$ cat src/rtl/pc_pkg.sv
// Shared encodings for the fetch-stage PC generator: redirect types, FSM states
// and PC increment sizes.
package pc_pkg;

    typedef enum logic [1:0] {
        REDIR_BR   = 2'b00,
        REDIR_JAL  = 2'b01,
        REDIR_JALR = 2'b10,
        REDIR_TRAP = 2'b11
    } redir_type_e;

    typedef enum logic [1:0] {
        ST_BOOT  = 2'b00,
        ST_FETCH = 2'b01,
        ST_HOLD  = 2'b10
    } pc_state_e;

    localparam int unsigned INC_RVC = 2;
    localparam int unsigned INC_STD = 4;

endpackage

$ cat src/rtl/pc_target_calc.sv
// Combinational redirect target: computes the target, whether the redirect is
// effective, and whether the raw target is misaligned. Honours PC_GEN_RVC_EN.
module pc_target_calc
    import pc_pkg::*;
#(
    parameter int unsigned     XLEN        = 32,
    parameter logic [XLEN-1:0] TRAP_VECTOR = 32'h0000_0100
) (
    input  logic            valid_i,
    input  logic [1:0]      type_i,
    input  logic [XLEN-1:0] pc_i,
    input  logic [XLEN-1:0] imm_i,
    input  logic [XLEN-1:0] rs1_i,
    input  logic            taken_i,
    output logic            eff_o,
    output logic [XLEN-1:0] target_o,
    output logic            misalign_o
);

    logic [XLEN-1:0] raw;

    always_comb begin
        raw = TRAP_VECTOR;
        case (redir_type_e'(type_i))
            REDIR_BR, REDIR_JAL: raw = pc_i + imm_i;
            REDIR_JALR: begin
                raw    = rs1_i + imm_i;
                raw[0] = 1'b0;
            end
            REDIR_TRAP: raw = TRAP_VECTOR;
        endcase
    end

    assign eff_o = valid_i && ((redir_type_e'(type_i) != REDIR_BR) || taken_i);

`ifdef PC_GEN_RVC_EN
    assign misalign_o = raw[0];
`else
    assign misalign_o = |raw[1:0];
`endif

    // Misaligned targets are diverted to the trap handler.
    assign target_o = misalign_o ? TRAP_VECTOR : raw;

endmodule

$ cat src/rtl/pc_gen.sv
// Fetch-stage program counter with req/gnt handshake, redirect handling and a
// pending-redirect buffer. Define PC_GEN_RVC_EN for compressed-instruction support.
module pc_gen
    import pc_pkg::*;
#(
    parameter int unsigned     XLEN         = 32,
    parameter logic [XLEN-1:0] RESET_VECTOR = 32'h0000_0000,
    parameter logic [XLEN-1:0] TRAP_VECTOR  = 32'h0000_0100
) (
    input  logic            clk,
    input  logic            rst,
    input  logic            stall_i,
    input  logic            redir_valid_i,
    input  logic [1:0]      redir_type_i,
    input  logic            br_taken_i,
    input  logic [XLEN-1:0] redir_pc_i,
    input  logic [XLEN-1:0] redir_imm_i,
    input  logic [XLEN-1:0] redir_rs1_i,
    input  logic            if_gnt_i,
`ifdef PC_GEN_RVC_EN
    input  logic            is_rvc_i,
`endif
    output logic            if_req_o,
    output logic [XLEN-1:0] if_addr_o,
    output logic [XLEN-1:0] pc_o,
    output logic [XLEN-1:0] pc_plus4_o,
    output logic            kill_o,
    output logic            misalign_o
);

    pc_state_e       state_q, state_d;
    logic [XLEN-1:0] pc_q, pc_d;
    logic [XLEN-1:0] pend_q, pend_d;
    logic            outst_q, outst_d;
    logic            misalign_q, misalign_d;

    logic            redir_eff;
    logic [XLEN-1:0] redir_tgt;
    logic            redir_mis;
    logic [XLEN-1:0] inc;
    logic            req;
    logic            kill;

    pc_target_calc #(
        .XLEN        (XLEN),
        .TRAP_VECTOR (TRAP_VECTOR)
    ) u_target_calc (
        .valid_i    (redir_valid_i),
        .type_i     (redir_type_i),
        .pc_i       (redir_pc_i),
        .imm_i      (redir_imm_i),
        .rs1_i      (redir_rs1_i),
        .taken_i    (br_taken_i),
        .eff_o      (redir_eff),
        .target_o   (redir_tgt),
        .misalign_o (redir_mis)
    );

`ifdef PC_GEN_RVC_EN
    assign inc = is_rvc_i ? XLEN'(INC_RVC) : XLEN'(INC_STD);
`else
    assign inc = XLEN'(INC_STD);
`endif

    always_comb begin
        state_d    = state_q;
        pc_d       = pc_q;
        pend_d     = pend_q;
        outst_d    = 1'b0;
        misalign_d = 1'b0;
        req        = 1'b0;
        kill       = 1'b0;
        case (state_q)
            ST_BOOT: state_d = ST_FETCH;
            ST_FETCH: begin
                // An ungranted request from last cycle must be held regardless of stall.
                req        = !stall_i || outst_q;
                misalign_d = redir_eff && redir_mis;
                if (redir_eff) begin
                    if (req && !if_gnt_i) begin
                        pend_d  = redir_tgt;
                        state_d = ST_HOLD;
                    end else begin
                        pc_d = redir_tgt;
                        kill = req && if_gnt_i;
                    end
                end else if (req) begin
                    if (if_gnt_i) pc_d = pc_q + inc;
                    else          outst_d = 1'b1;
                end
            end
            ST_HOLD: begin
                req        = 1'b1;
                misalign_d = redir_eff && redir_mis;
                if (if_gnt_i) begin
                    pc_d    = redir_eff ? redir_tgt : pend_q;
                    kill    = 1'b1;
                    state_d = ST_FETCH;
                end else if (redir_eff) begin
                    pend_d = redir_tgt;
                end
            end
            default: state_d = ST_BOOT;
        endcase
    end

    always_ff @(posedge clk) begin
        if (rst) begin
            state_q    <= ST_BOOT;
            pc_q       <= RESET_VECTOR;
            pend_q     <= '0;
            outst_q    <= 1'b0;
            misalign_q <= 1'b0;
        end else begin
            state_q    <= state_d;
            pc_q       <= pc_d;
            pend_q     <= pend_d;
            outst_q    <= outst_d;
            misalign_q <= misalign_d;
        end
    end

    assign if_req_o   = req;
    assign kill_o     = kill;
    assign pc_o       = pc_q;
    assign if_addr_o  = pc_q;
    assign pc_plus4_o = pc_q + XLEN'(INC_STD);
    assign misalign_o = misalign_q;

endmodule
$ cat config.mk
export PLATFORM = sky130hd
export DESIGN_NAME = pc_gen
export DESIGN_NICKNAME = d
export VERILOG_FILES = /design/src/rtl/pc_pkg.sv /design/src/rtl/pc_target_calc.sv /design/src/rtl/pc_gen.sv
export SDC_FILE = /design/constraint.sdc
export NUM_CORES = 1
export LEC_CHECK = 0
export BUFFER_PORTS_ARGS = -buffer_cell sky130_fd_sc_hd__buf_2
export CAP_MARGIN = 20
export CORE_UTILIZATION = 45
export CTS_BUF_LIST = sky130_fd_sc_hd__clkbuf_8
export DETAILED_ROUTE_END_ITERATION = 12
export GPL_TIMING_DRIVEN = 0
export PLACE_DENSITY = 0.7
export SLEW_MARGIN = 30
export SYNTH_ARGS = -nofsm -noshare
export SYNTH_HDL_FRONTEND = slang
export SYNTH_SLANG_ARGS = --single-unit
$ cat constraint.sdc
create_clock -name clk -period 9.1 [get_ports clk]
set_input_delay 1.82 -clock clk [delete_from_list [all_inputs] [get_ports clk]]
set_output_delay 1.82 -clock clk [all_outputs]
set_load 0.02 [all_outputs]
* Word-level counts from Yosys, hierarchy flattened
Index checks and enable logic that the tools add are counted.
Word-level totals: register bits 68, input port bits 104, logic and storage cells 66
Operators by class: add/sub/neg operators 3, equality and inequality tests 12, muxes and demuxes 23, bitwise gates (word level) 3, reductions and logical operators 20
Operators by type and width (number):
- $mux 32 | 10
- $pmux 32 s2 | 2
- $pmux 32 s3 | 1
- $add 32x32->32 | 2
- $add 32x3->32 const B | 1
- $ne 3x3->1 const B | 3
- $ne 2x2->1 const B | 4
- $reduce_or 2->1 | 4
- $eq 2x2->1 const B | 3
- $mux 2 | 3
- $pmux 2 s3 | 1
- $reduce_and 5->1 | 1
- $eq 2x1->1 const B | 2
- $logic_and 1x1->1 | 4
- $logic_not 2->1 | 2
- $mux 1 | 4
- $pmux 1 s2 | 2
- $reduce_and 4->1 | 1
- $reduce_bool 2->1 | 2
- $reduce_or 4->1 | 1
- $not 1->1 | 3
- $reduce_and 3->1 | 1
- $logic_not 1->1 | 2
- $logic_or 1x1->1 | 2

* Logic depth before layout (Yosys ltp)
Gate-level depths: netlist (run 1).
word-level depth 8, depth in mapped cells 12, mapped depth without buffers 12

* By module
Synthesis (run 1) repeated with hierarchy kept, for this count alone.
Second synthesis, totals: cells, all modules 1082, area, all modules 7925.1 um^2
By module, submodules not included:
- pc_gen | times used 1, cells each 562, area each 4347.9 um^2, sequential area each 1361.3 um^2
- pc_target_calc | times used 1, cells each 520, area each 3577.2 um^2, sequential area each 0.0 um^2

* Worst setup path before layout (run 1)
No wires, ideal clock.
path type input to output, start in redir_type_i[0], end out kill_o, data arrival time 2.942 ns, data required time 7.280 ns, setup slack 4.338 ns, stages on the path 5, buffers on the path 3, cell sequence buf_2 o31a_1 clkbuf_1 buf_2 o211a_1
Between the ends: word-level cells in the longest chain between the ends 5
Ends and longest elaborated chain:
- start: declaration | line pc_gen.sv:14 | input logic [1:0] redir_type_i,
- $reduce_bool 2->1 | line pc_target_calc.sv:34 | assign eff_o = valid_i && ((redir_type_e'(type_i) != REDIR_BR) || taken_i);
- $logic_or 1x1->1 | line pc_target_calc.sv:34
- $logic_and 1x1->1 | line pc_target_calc.sv:34
- $mux 1 | line pc_gen.sv:79 | if (redir_eff) begin
- $pmux 1 s2 | line pc_gen.sv:73 | case (state_q)
- end: declaration | line pc_gen.sv:27 | output logic kill_o,
Every way passes these cells.

* Final worst setup path (run 1)
Same ends and word-level chain as after synthesis.

==> impl_metrics.json, run 1 <==
{
  "final_antenna_net_count": 0,
  "ctsHoldBuffers": 0,
  "crit_type": "input pin to output port",
  "run_status": "complete, no violations",
  "worst_slew_pin_slew_ns": 0.860,
  "grt_max_degree": 11,
  "htreeDepth": 3,
  "period_share_pct": 59.9,
  "start_util_pct": 46.4,
  "core_area_sq_um": 16600,
  "viasPerCell": 5.91,
  "num_vias": 8827,
  "fmax_mhz": 183,
  "antenna_found_initial": 0,
  "placedCellCount": 1477,
  "synth_area_leaders": "dfxtp_1 (18%), ha_1 (11%), a21oi_1 (6.4%), xnor2_1 (5.3%), nand2_1 (5.3%)",
  "globalRouteMet2Util_pct": 48.3,
  "gp_congestion": 0.954,
  "worst-path-buf-inv": 4,
  "rsz0062_at_grt": "no",
  "cp_common_cell": "buf_2",
  "final-setup-viol-count": 0,
  "wl_per_cell_microns": 17.8,
  "synth-edff-count": 0,
  "maxCapViolations": 0,
  "portBuffers": 200,
  "synth_seq_cells": 68,
  "synth.net_count": 1228,
  "busiest_layer": "met2",
  "drive_above_1_share_pct": 22.2,
  "cp_top_family": "buffers and inverters",
  "cts_resized": 0,
  "totalWireLength_microns": 26600,
  "fp.dieW_microns": 133,
  "slew_violations": 0,
  "antenna_cells": 0,
  "clk_path_buf_depth": 2,
  "powerDensity_nw_per_um2": 196,
  "crit_path_max_fanout": 10,
  "grt_pass1_vias": 7773,
  "synthCells": 1057,
  "clk_latency_ns": 0.36,
  "cts_tree": "done",
  "synthDistinctLibCells": 81,
  "fin_setup_tns_ns": 0,
  "fin_crit_ns": 5.45,
  "rows": 47,
  "fillers": 1652,
  "postCtsSetupRepairBufs": 0,
  "critPathSlowestCell": "clkbuf_1",
  "dp_hpwl_microns": 21100,
  "worst-endpoint-required_ns": 7.28,
  "cts_made_buffers": 9,
  "gr-total-overflow": 0,
  "drc_errors": 0,
  "peakVddDrop_mv": 0.142,
  "finClkSkew_ns": 0.00910,
  "boundaryPins": 203,
  "die_h_microns": 133,
  "final_nets": 1439,
  "met1_usage_pct": 41.0,
  "clk_pin_slew_worst_paths_ns": 0.07,
  "synth_area_sq_um": 7720,
  "cts_sinks": 68,
  "hold_viol": 0,
  "async_flop_share_pct": 0,
  "areaGrowthSynthToFinish_pct": 18.9,
  "relSlewSlack_pct": 42.2,
  "grt_usage_pct": 29.5,
  "synth_top_area_share_pct": 17.6,
  "hold_slack_ns": 0.450,
  "grt_first_pass_wirelength_microns": 41500,
  "layoutNonFillerInstCount": 1493,
  "drt_iter0_drc": 887,
  "crit_path_end_kind": "output port",
  "cpPeakStageDelay_ns": 0.50,
  "startpoint_type": "input pin",
  "drtPass1Iterations": 5,
  "cp_cell_sequence": "buf_2 -> o31a_1 -> clkbuf_1 -> buf_2 -> o211a_1 -> buf_2",
  "synth_ff_type": "dfxtp_1",
  "yosys.area.top_type": "dfxtp_1",
  "root_buffer": "clkbuf_8",
  "syn_avg_cell_area_sq_um": 7.31,
  "seq_area_frac_synth_pct": 17.6,
  "die_area_sq_um": 17700,
  "synth_warnings": 0,
  "arrival_ns": 3.63,
  "grt_use_met3_pct": 2.72,
  "leakage_nw": 4.32,
  "hold_class": "flop to flop"
}
[sequential cells by signal, indices dropped and copies added, names as in the netlist]
register,count
if_addr_o,32
pend_q,32
state_q,2
misalign_o,1
outst_q,1
[cells in the final DEF (no fill, tap or decap), drive strengths merged, types with 4 or more instances in the layout]
master  instances
buf           245
nand2         109
a21oi          99
nor2           86
o21ai          79
dfxtp          68
ha             65
clkbuf         55
xnor2          47
nand3          40
a21o           33
xor2           31
inv            29
nor3           19
nand2b         18
and3           17
o211ai         16
nand4          15
a211oi         15
o22ai          13
mux2i          13
a31oi          12
and2           10
a211o           9
a22oi           9
o21a            9
o21bai          9
nor2b           8
or3             7
mux2            7
o31ai           7
and4            6
a32oi           5
o221ai          4
or2             4
[Yosys cell counts, types with 25 or more instances]
cell type    n
clkbuf_1    41
inv_1       25
buf_4       35
ha_1        65
nand3_1     40
xor2_1      31
nor2_1      85
nand2_1    109
a21o_1      33
dfxtp_1     68
o21ai_0     74
xnor2_1     47
a21oi_1     99
[cell type report]
class	instances	area, sq um	share of cell area, %
sequential	68	1360	14.8
tap	220	275	3.00
clock inverter	4	16.3	0.177
inverter	26	97.6	1.06
multi-input combinational	875	5790	63.0
buffer	88	479	5.22
clock buffer	12	165	1.80
timing repair buffer	200	1000	10.9
[per-stage QoR]
step | util (%) | setup WS [ns] | instance area (sq um) | total power, W
floorplan | - | 4.34 | 7720 | 0.00119
global placement | 54.1 | 3.69 | 9000 | 0.00153
detailed placement | 54.1 | 3.71 | 9000 | 0.00154
CTS | 55.2 | 3.69 | 9190 | 0.00177
global route | 55.2 | 3.62 | 9190 | 0.00190
finish | 55.2 | 3.65 | 9190 | 0.00180
[final timing paths]
check | start | end | slack (ns) | cells past startpoint
max | redir_type_i[0] | kill_o | 3.65 | 6
min reg2reg | pend_q[22]$_SDFFE_PP0P_ | pend_q[22]$_SDFFE_PP0P_ | 0.45 | 2
min | pend_q[22]$_SDFFE_PP0P_ | pend_q[22]$_SDFFE_PP0P_ | 0.45 | 2
max reg2reg | state_q[0]$_SDFFE_PP0P_ | if_addr_o[26]$_SDFFE_PP0P_ | 6.32 | 9
[power breakdown]
group	switching [W]	total [W]	internal, W
Combinational	0.000704	0.00110	0.000400
Clock	0.000119	0.000237	0.000118
Sequential	0.0000906	0.000462	0.000371
[worst reg2reg max path, cell delays in order, from the launching register on]
cell	delay, ns
dfxtp_1	0.37
inv_1	0.08
ha_1	0.19
clkbuf_1	0.22
nor2_1	0.15
nor2_1	0.06
a211oi_1	0.23
clkbuf_1	0.53
clkbuf_1	0.58
a41oi_1	0.21
[logic make-up (layout without fill, tap and decap cells)]
| family | after synthesis | after routing | share of synthesized area, % |
|---|---|---|---|
| fa+ha+maj | 67 | 67 | 11.0 |
| simple gates | 348 | 348 | 21.5 |
| mux | 20 | 20 | 2.71 |
| xor+xnor | 78 | 78 | 8.84 |
| buf+inv | 114 | 330 | 7.47 |
| flops | 68 | 68 | 17.6 |
| compound gates | 362 | 362 | 30.8 |
[routing by layer]
layer	vias up	part of all wire (%)
met4	0	1.7
met2	420	45
met1	4107	46
met3	31	7.4
li1	4269	-
met5	-	0
Note: power is estimated with default switching activity, not from simulation.
==> inputs of run 2 (changes only) <==
--- a/config.mk
+++ b/config.mk
@@ -5,13 +5,14 @@
 export SDC_FILE = /design/constraint.sdc
 export NUM_CORES = 1
 export LEC_CHECK = 0
+export ABC_AREA = 1
 export BUFFER_PORTS_ARGS = -buffer_cell sky130_fd_sc_hd__buf_2
 export CAP_MARGIN = 20
 export CORE_UTILIZATION = 45
 export CTS_BUF_LIST = sky130_fd_sc_hd__clkbuf_8
 export DETAILED_ROUTE_END_ITERATION = 12
 export GPL_TIMING_DRIVEN = 0
-export PLACE_DENSITY = 0.7
+export PLACE_DENSITY = 0.68
 export SLEW_MARGIN = 30
 export SYNTH_ARGS = -nofsm -noshare
 export SYNTH_HDL_FRONTEND = slang
==> constraint.sdc (replaced) <==
create_clock -name clk -period 5.46 [get_ports clk]
set_input_delay 1.092 -clock clk [delete_from_list [all_inputs] [get_ports clk]]
set_output_delay 1.092 -clock clk [all_outputs]
set_load 0.02 [all_outputs]
==> run 2 against run 1 <==
  * Clock power up 99%
  * Sequential power is 94% higher
  * Combinational power rose to 2.6 times the previous value
  * Global-route usage grew 1.0 points
  * Design area rose by 24%
  * Critical endpoint unchanged
  * Cell count grew 54%
  * Highest routed layer unchanged
  * Sequential share of layout area fell by 2.9 points
  * Power grew 130%
  * Largest power group unchanged
  * Critical path depth grew 1
  * Worst hold slack better by 0.012 ns
==> impl_metrics.json, run 2 <==
{
  "run_status": "complete, no violations",
  "rsz0062_at_grt": "no",
  "die_h_microns": 150,
  "synth_area_leaders": "nand2_1 (24%), dfxtp_1 (14%), inv_1 (11%), ha_1 (8.2%), nand3_1 (7.2%)",
  "leakage_nw": 6.63,
  "synth_top_family_by_area": "simple AND/OR/NAND/NOR gates",
  "wl_per_cell_microns": 14.6,
  "muxShareOfSynthArea_pct": 0,
  "place_area_sq_um": 11200,
  "die_area_sq_um": 22500,
  "synth_simple_gate_area_share_pct": 45.0,
  "async_flop_share_pct": 0,
  "critPathSlowestCell": "nor2_2",
  "final_common_cell": "nand2_1",
  "drive_above_1_share_pct": 17.0,
  "synth_xor_area_share_pct": 3.06,
  "ctsHoldBuffers": 0,
  "fmax_mhz": 268,
  "grt_usage_pct": 30.5,
  "synthCells": 1810,
  "drc_errors": 0,
  "htreeDepth": 3,
  "final-setup-viol-count": 0,
  "powerDensity_nw_per_um2": 368,
  "drt_iter0_drc": 1092,
  "yosys.area.top_type": "nand2_1",
  "gp_congestion": 0.955,
  "synth_area_sq_um": 9860,
  "areaGrowthSynthToFinish_pct": 15.8,
  "root_buffer": "clkbuf_8",
  "crit_type": "input pin to output port",
  "synth_top_area_share_pct": 24.2,
  "grt_first_pass_wirelength_microns": 53600,
  "period_share_pct": 68.2,
  "crit_path_end_kind": "output port",
  "cts_made_buffers": 9,
  "postCtsSetupRepairBufs": 0,
  "maxCapViolations": 0,
  "antenna_cells": 0,
  "antenna_found_initial": 0,
  "fin_setup_tns_ns": 0,
  "final_antenna_net_count": 0,
  "placedCellCount": 2285,
  "grt_max_degree": 13,
  "synth.net_count": 1981,
  "cts_resized": 0,
  "rows": 53,
  "post-route-util_pct": 53.7,
  "synth_warnings": 0,
  "worst_slew_pin_slew_ns": 0.706,
  "start_util_pct": 46.3,
  "synth-edff-count": 0,
  "synthAdderAreaFrac_pct": 8.65,
  "layout_common_cells": "nand2_1 (637), inv_1 (292), buf_2 (222)",
  "fin_area_sq_um": 11400,
  "synth_seq_cells": 68,
  "cpPeakStageDelay_ns": 0.53,
  "fin_crit_ns": 3.73,
  "core_area_sq_um": 21300,
  "slew_violations": 0,
  "grt_pass1_vias": 10700,
  "drtPass1Iterations": 5,
  "cts_sinks": 68,
  "dp_hpwl_microns": 28300,
  "synth-compound-area-share_pct": 12.9,
  "synthTopCellsByCount": "nand2_1 (637), inv_1 (291), nor2_1 (154), nand3_1 (141), a21oi_1 (84)",
  "fp.dieW_microns": 150,
  "hold_class": "flop to flop",
  "cts_tree": "done",
  "fillers": 2348,
  "multiInputGateArea_sq_um": 6870,
  "layoutNonFillerInstCount": 2301,
  "cp_top_family": "buffers and inverters",
  "final_nets": 2192,
  "boundaryPins": 203,
  "hold_viol": 0,
  "cp_common_cell": "buf_2",
  "clk_pin_slew_worst_paths_ns": 0.08,
  "worst-endpoint-required_ns": 4.37,
  "peakVddDrop_mv": 0.220,
  "synth_ff_type": "dfxtp_1",
  "clk_path_buf_depth": 2,
  "gr-total-overflow": 0,
  "arrival_ns": 2.63,
  "seq_area_frac_synth_pct": 13.8,
  "worst-path-buf-inv": 4,
  "totalWireLength_microns": 33700,
  "regArea_sq_um": 1360,
  "crit_path_max_fanout": 10,
  "num_vias": 11800,
  "synthDistinctLibCells": 52,
  "clk_latency_ns": 0.37,
  "startpoint_type": "input pin",
  "syn_avg_cell_area_sq_um": 5.45,
  "viasPerCell": 5.13,
  "hold_slack_ns": 0.462,
  "cp_cell_sequence": "buf_4 -> inv_2 -> a21oi_2 -> buf_2 -> nor2_2 -> nor2_1 -> buf_2",
  "finClkSkew_ns": 0.0105,
  "relSlewSlack_pct": 52.9,
  "yosys.cell_count.top_type": "nand2_1",
  "portBuffers": 200
}
[run 2: changes by cell type in the layout (fill, tap and decap cells not counted), moves of 17 or more]
cell / before / now
nand2_1: 109 / 637
nor2_1: 85 / 154
nand2b_1: 18 / 1
xnor2_1: 47 / 4
nand3_1: 40 / 141
clkbuf_1: 41 / 16
a21o_1: 33 / 4
inv_1: 28 / 292
[run 2: path summary, 6_finish.rpt]
path | startpoint | end | slack, ns | depth (start not counted)
min | pend_q[0]$_SDFFE_PP0P_ | pend_q[0]$_SDFFE_PP0P_ | 0.46 | 2
min reg2reg | pend_q[0]$_SDFFE_PP0P_ | pend_q[0]$_SDFFE_PP0P_ | 0.46 | 2
max reg2reg | state_q[0]$_SDFFE_PP0P_ | if_addr_o[18]$_SDFFE_PP0P_ | 3.11 | 10
max | redir_type_i[1] | kill_o | 1.73 | 7
[run 2: worst min-delay path, cell delays in order (launching register included)]
cell and delay [ns]:
dfxtp_1 0.30, nand2_1 0.07, nor2_1 0.05
[run 2: cells by family after synthesis]
logic type               after synthesis
AND/OR/NAND/NOR                     1036
buffers and inverters                387
AO/OA/AOI/OAI                        221
flip-flops                            68
adder cells (fa/ha/maj)               67
XOR/XNOR                              31
[run 2: layer usage]
metal  vias to the layer above  part of all wire [%]  GRT usage, %
met5                         -                     0             0
met4                         0                   2.0          7.58
met3                        45                   8.2          4.94
met2                       460                    44          49.2
met1                      5188                    46          41.8
li1                       6104                     -             -
[run 2: area by class of cell]
type                            instances  area share, %
Multi-Input combinational cell       1355           60.1
Sequential cell                        68           11.9
Inverter                              306           10.1
Timing Repair Buffer                  200           8.76
Buffer                                 81           4.25
Tap cell                              275           3.01
Clock buffer                            9           1.08
Clock inverter                          7          0.811
[run 2: where the power goes]
| part | internal (W) | leakage [nW] | switching, W | total [W] |
|---|---|---|---|---|
| Combinational | 0.000995 | 5.96 | 0.00185 | 0.00284 |
| Clock | 0.000255 | 0.107 | 0.000216 | 0.000472 |
| Sequential | 0.000683 | 0.559 | 0.000215 | 0.000897 |
[run 2: stage by stage]
stage	total power, W	setup slack [ns]
global placement	0.00368	1.81
detailed placement	0.00372	1.80
finish	0.00421	1.73
floorplan	0.00286	2.20
global route	0.00456	1.63
CTS	0.00419	1.79
==> inputs of run 3 (changes only) <==
--- a/config.mk
+++ b/config.mk
@@ -12,7 +12,7 @@
 export CTS_BUF_LIST = sky130_fd_sc_hd__clkbuf_8
 export DETAILED_ROUTE_END_ITERATION = 12
 export GPL_TIMING_DRIVEN = 0
-export PLACE_DENSITY = 0.68
+export PLACE_DENSITY = 0.7
 export SLEW_MARGIN = 30
 export SYNTH_ARGS = -nofsm -noshare
 export SYNTH_HDL_FRONTEND = slang
==> constraint.sdc (replaced) <==
create_clock -name clk -period 3.16 [get_ports clk]
set_input_delay 0.632 -clock clk [delete_from_list [all_inputs] [get_ports clk]]
set_output_delay 0.632 -clock clk [all_outputs]
set_load 0.02 [all_outputs]
==> run 3 against run 2 <==
  * Clock skew is 0.0023 ns lower
  * Sequential share of layout area hardly changed
  * Sequential power is 73% higher
  * Die area stayed put
  * Design area hardly changed
  * Setup slack worse by 1.6 ns
  * Worst hold slack better by 0.0043 ns
  * Power is 72% higher
  * First-iteration DRC count is 19% lower
  * Wire length is 0.62% higher
  * Non-clock buffer count stayed put
  * Critical path depth is 1 lower
==> impl_metrics.json, run 3 (synthesis results as in run 2) <==
{
  "relSlewSlack_pct": 52.9,
  "hold_viol": 0,
  "clk_latency_ns": 0.36,
  "fin_setup_tns_ns": 0,
  "r2r_start": "state_q[0]$_SDFFE_PP0P_",
  "finClkSkew_ns": 0.00820,
  "dp_hpwl_microns": 28700,
  "power_w": 0.00725,
  "regArea_sq_um": 1360,
  "rsz0062_at_grt": "no",
  "core_area_sq_um": 21300,
  "rrSetupSlack_ns": 0.93,
  "crit_path_end_kind": "output port",
  "final_antenna_net_count": 0,
  "viasPerCell": 5.14,
  "critPathSlowestCell": "dfxtp_1",
  "ctsHoldBuffers": 0,
  "wl_per_cell_microns": 14.7,
  "num_vias": 11800,
  "die_area_sq_um": 22500,
  "grt_pass1_vias": 10400,
  "leakage_nw": 6.63,
  "drtPass1Iterations": 5,
  "cp_cell_sequence": "nand2_1 -> nor2_1 -> nand4_1 -> nor2_1 -> xor2_1 -> buf_2",
  "hold_path_end": "pend_q[1]$_SDFFE_PP0P_",
  "powerDensity_nw_per_um2": 635,
  "crit_path_max_fanout": 7,
  "final_common_cell": "nand2_1",
  "worstReg2RegEnd": "if_addr_o[7]$_SDFFE_PP0P_",
  "antenna_found_initial": 0,
  "die_h_microns": 150,
  "final_nets": 2192,
  "arrival_ns": 2.35,
  "areaGrowthSynthToFinish_pct": 15.7,
  "htreeDepth": 3,
  "drt_iter0_drc": 883,
  "worst_slew_pin_slew_ns": 0.706,
  "clk_path_buf_depth": 2,
  "drive_above_1_share_pct": 17.0,
  "fin_crit_ns": 2.99,
  "cpPeakStageDelay_ns": 0.54,
  "clk_pin_slew_worst_paths_ns": 0.07,
  "antenna_cells": 0,
  "cp_top_family": "simple AND/OR/NAND/NOR gates",
  "final-setup-viol-count": 0,
  "fmax_mhz": 335,
  "rows": 53,
  "cts_made_buffers": 9,
  "slew_violations": 0,
  "gp_congestion": 0.958,
  "cts_sinks": 68,
  "startpoint_type": "flop",
  "worst-path-buf-inv": 1,
  "fillers": 2332,
  "maxCapViolations": 0,
  "gr-total-overflow": 0,
  "fp.dieW_microns": 150,
  "portBuffers": 200,
  "cp_common_cell": "nor2_1",
  "worst-endpoint-required_ns": 2.53,
  "start_util_pct": 46.3,
  "hold_depth": 2,
  "period_share_pct": 94.5,
  "r2r_cells": 10,
  "root_buffer": "clkbuf_8",
  "drc_errors": 0,
  "cts_tree": "done",
  "hp-start": "pend_q[1]$_SDFFE_PP0P_",
  "layout_common_cells": "nand2_1 (637), inv_1 (292), buf_2 (222)",
  "grt_usage_pct": 30.1,
  "grt_max_degree": 12,
  "cts_resized": 0,
  "hold_class": "flop to flop",
  "boundaryPins": 203,
  "grt_first_pass_wirelength_microns": 53100,
  "multiInputGateArea_sq_um": 6870,
  "totalWireLength_microns": 33900,
  "peakVddDrop_mv": 0.549,
  "run_status": "complete, no violations",
  "postCtsSetupRepairBufs": 0,
  "crit_type": "flop to output port"
}
-- run 3: cell types whose count changed in the layout (fill, tap and decap cells not counted) --
cell	change
clkinv_2	+1
clkinv_4	-1
clkinvlp_4	-1
-- run 3: worst reg2reg max path, stage by stage, from the launching register on --
cell and delay [ns]:
dfxtp_1 0.32, inv_1 0.10, ha_1 0.18, clkinv_1 0.23, nor2_1 0.29, nor2_1 0.07, nand2_1 0.23, buf_1 0.41
a21oi_1 0.13, o21ai_0 0.12, inv_1 0.05
-- run 3: per-stage QoR --
| stage | hold slack [ns] | setup slack [ns] | cells | area [sq um] | utilization [%] |
|---|---|---|---|---|---|
| 2_1_floorplan | 0.433 | 0.686 | 1810 | 9860 | - |
| 3_3_place_gp | 0.450 | 0.176 | 2285 | 11200 | 52.6 |
| 3_5_place_dp | 0.453 | 0.131 | 2285 | 11200 | 52.6 |
| 4_1_cts | 0.466 | 0.266 | 2300 | 11400 | 53.6 |
| 5_1_grt | 0.489 | 0.0502 | 2300 | 11400 | 53.6 |
| 6_report | 0.467 | 0.173 | 2300 | 11400 | 53.6 |
-- run 3: per-layer routing --
layer	vias up	share of wire [%]	GRT usage, %	wire length, microns
met5	-	0	0	0
li1	6109	-	-	-
met2	411	44	48.3	14900
met4	0	2.2	7.73	736
met1	5269	47	41.9	15900
met3	44	6.9	4.33	2350
-- run 3: power breakdown --
group | leakage [nW] | switching [W] | total (W) | internal, W
combinational | 5.96 | 0.00319 | 0.00491 | 0.00172
clock | 0.106 | 0.000354 | 0.000788 | 0.000434
sequential | 0.559 | 0.000374 | 0.00155 | 0.00118
total | 6.63 | 0.00391 | 0.00725 | 0.00333
-- run 3: final cells by class --
class / instances / area share [%]
buffer: 81 / 4.25
clock buffer: 9 / 1.09
tap: 275 / 3.02
timing repair buffer: 200 / 8.77
sequential: 68 / 11.9
multi-input combinational: 1355 / 60.2
clock inverter: 6 / 0.713
inverter: 306 / 10.1
-- run 3: how the worst max path moves through the flow --
stage                                     startpoint                         to  slack (ns)  depth (start not counted)
final                     if_addr_o[12]$_SDFFE_PP0P_             pc_plus4_o[15]        0.17                          6
after global routing      if_addr_o[12]$_SDFFE_PP0P_             pc_plus4_o[31]        0.05                          7
after CTS                 if_addr_o[12]$_SDFFE_PP0P_             pc_plus4_o[15]        0.27                          6
after detailed placement              redir_imm_i[0]  if_addr_o[9]$_SDFFE_PP0P_        0.13                         12
after global placement                redir_imm_i[0]  if_addr_o[9]$_SDFFE_PP0P_        0.18                         12
after floorplan                        redir_pc_i[0]    pend_q[30]$_SDFFE_PP0P_        0.69                         13
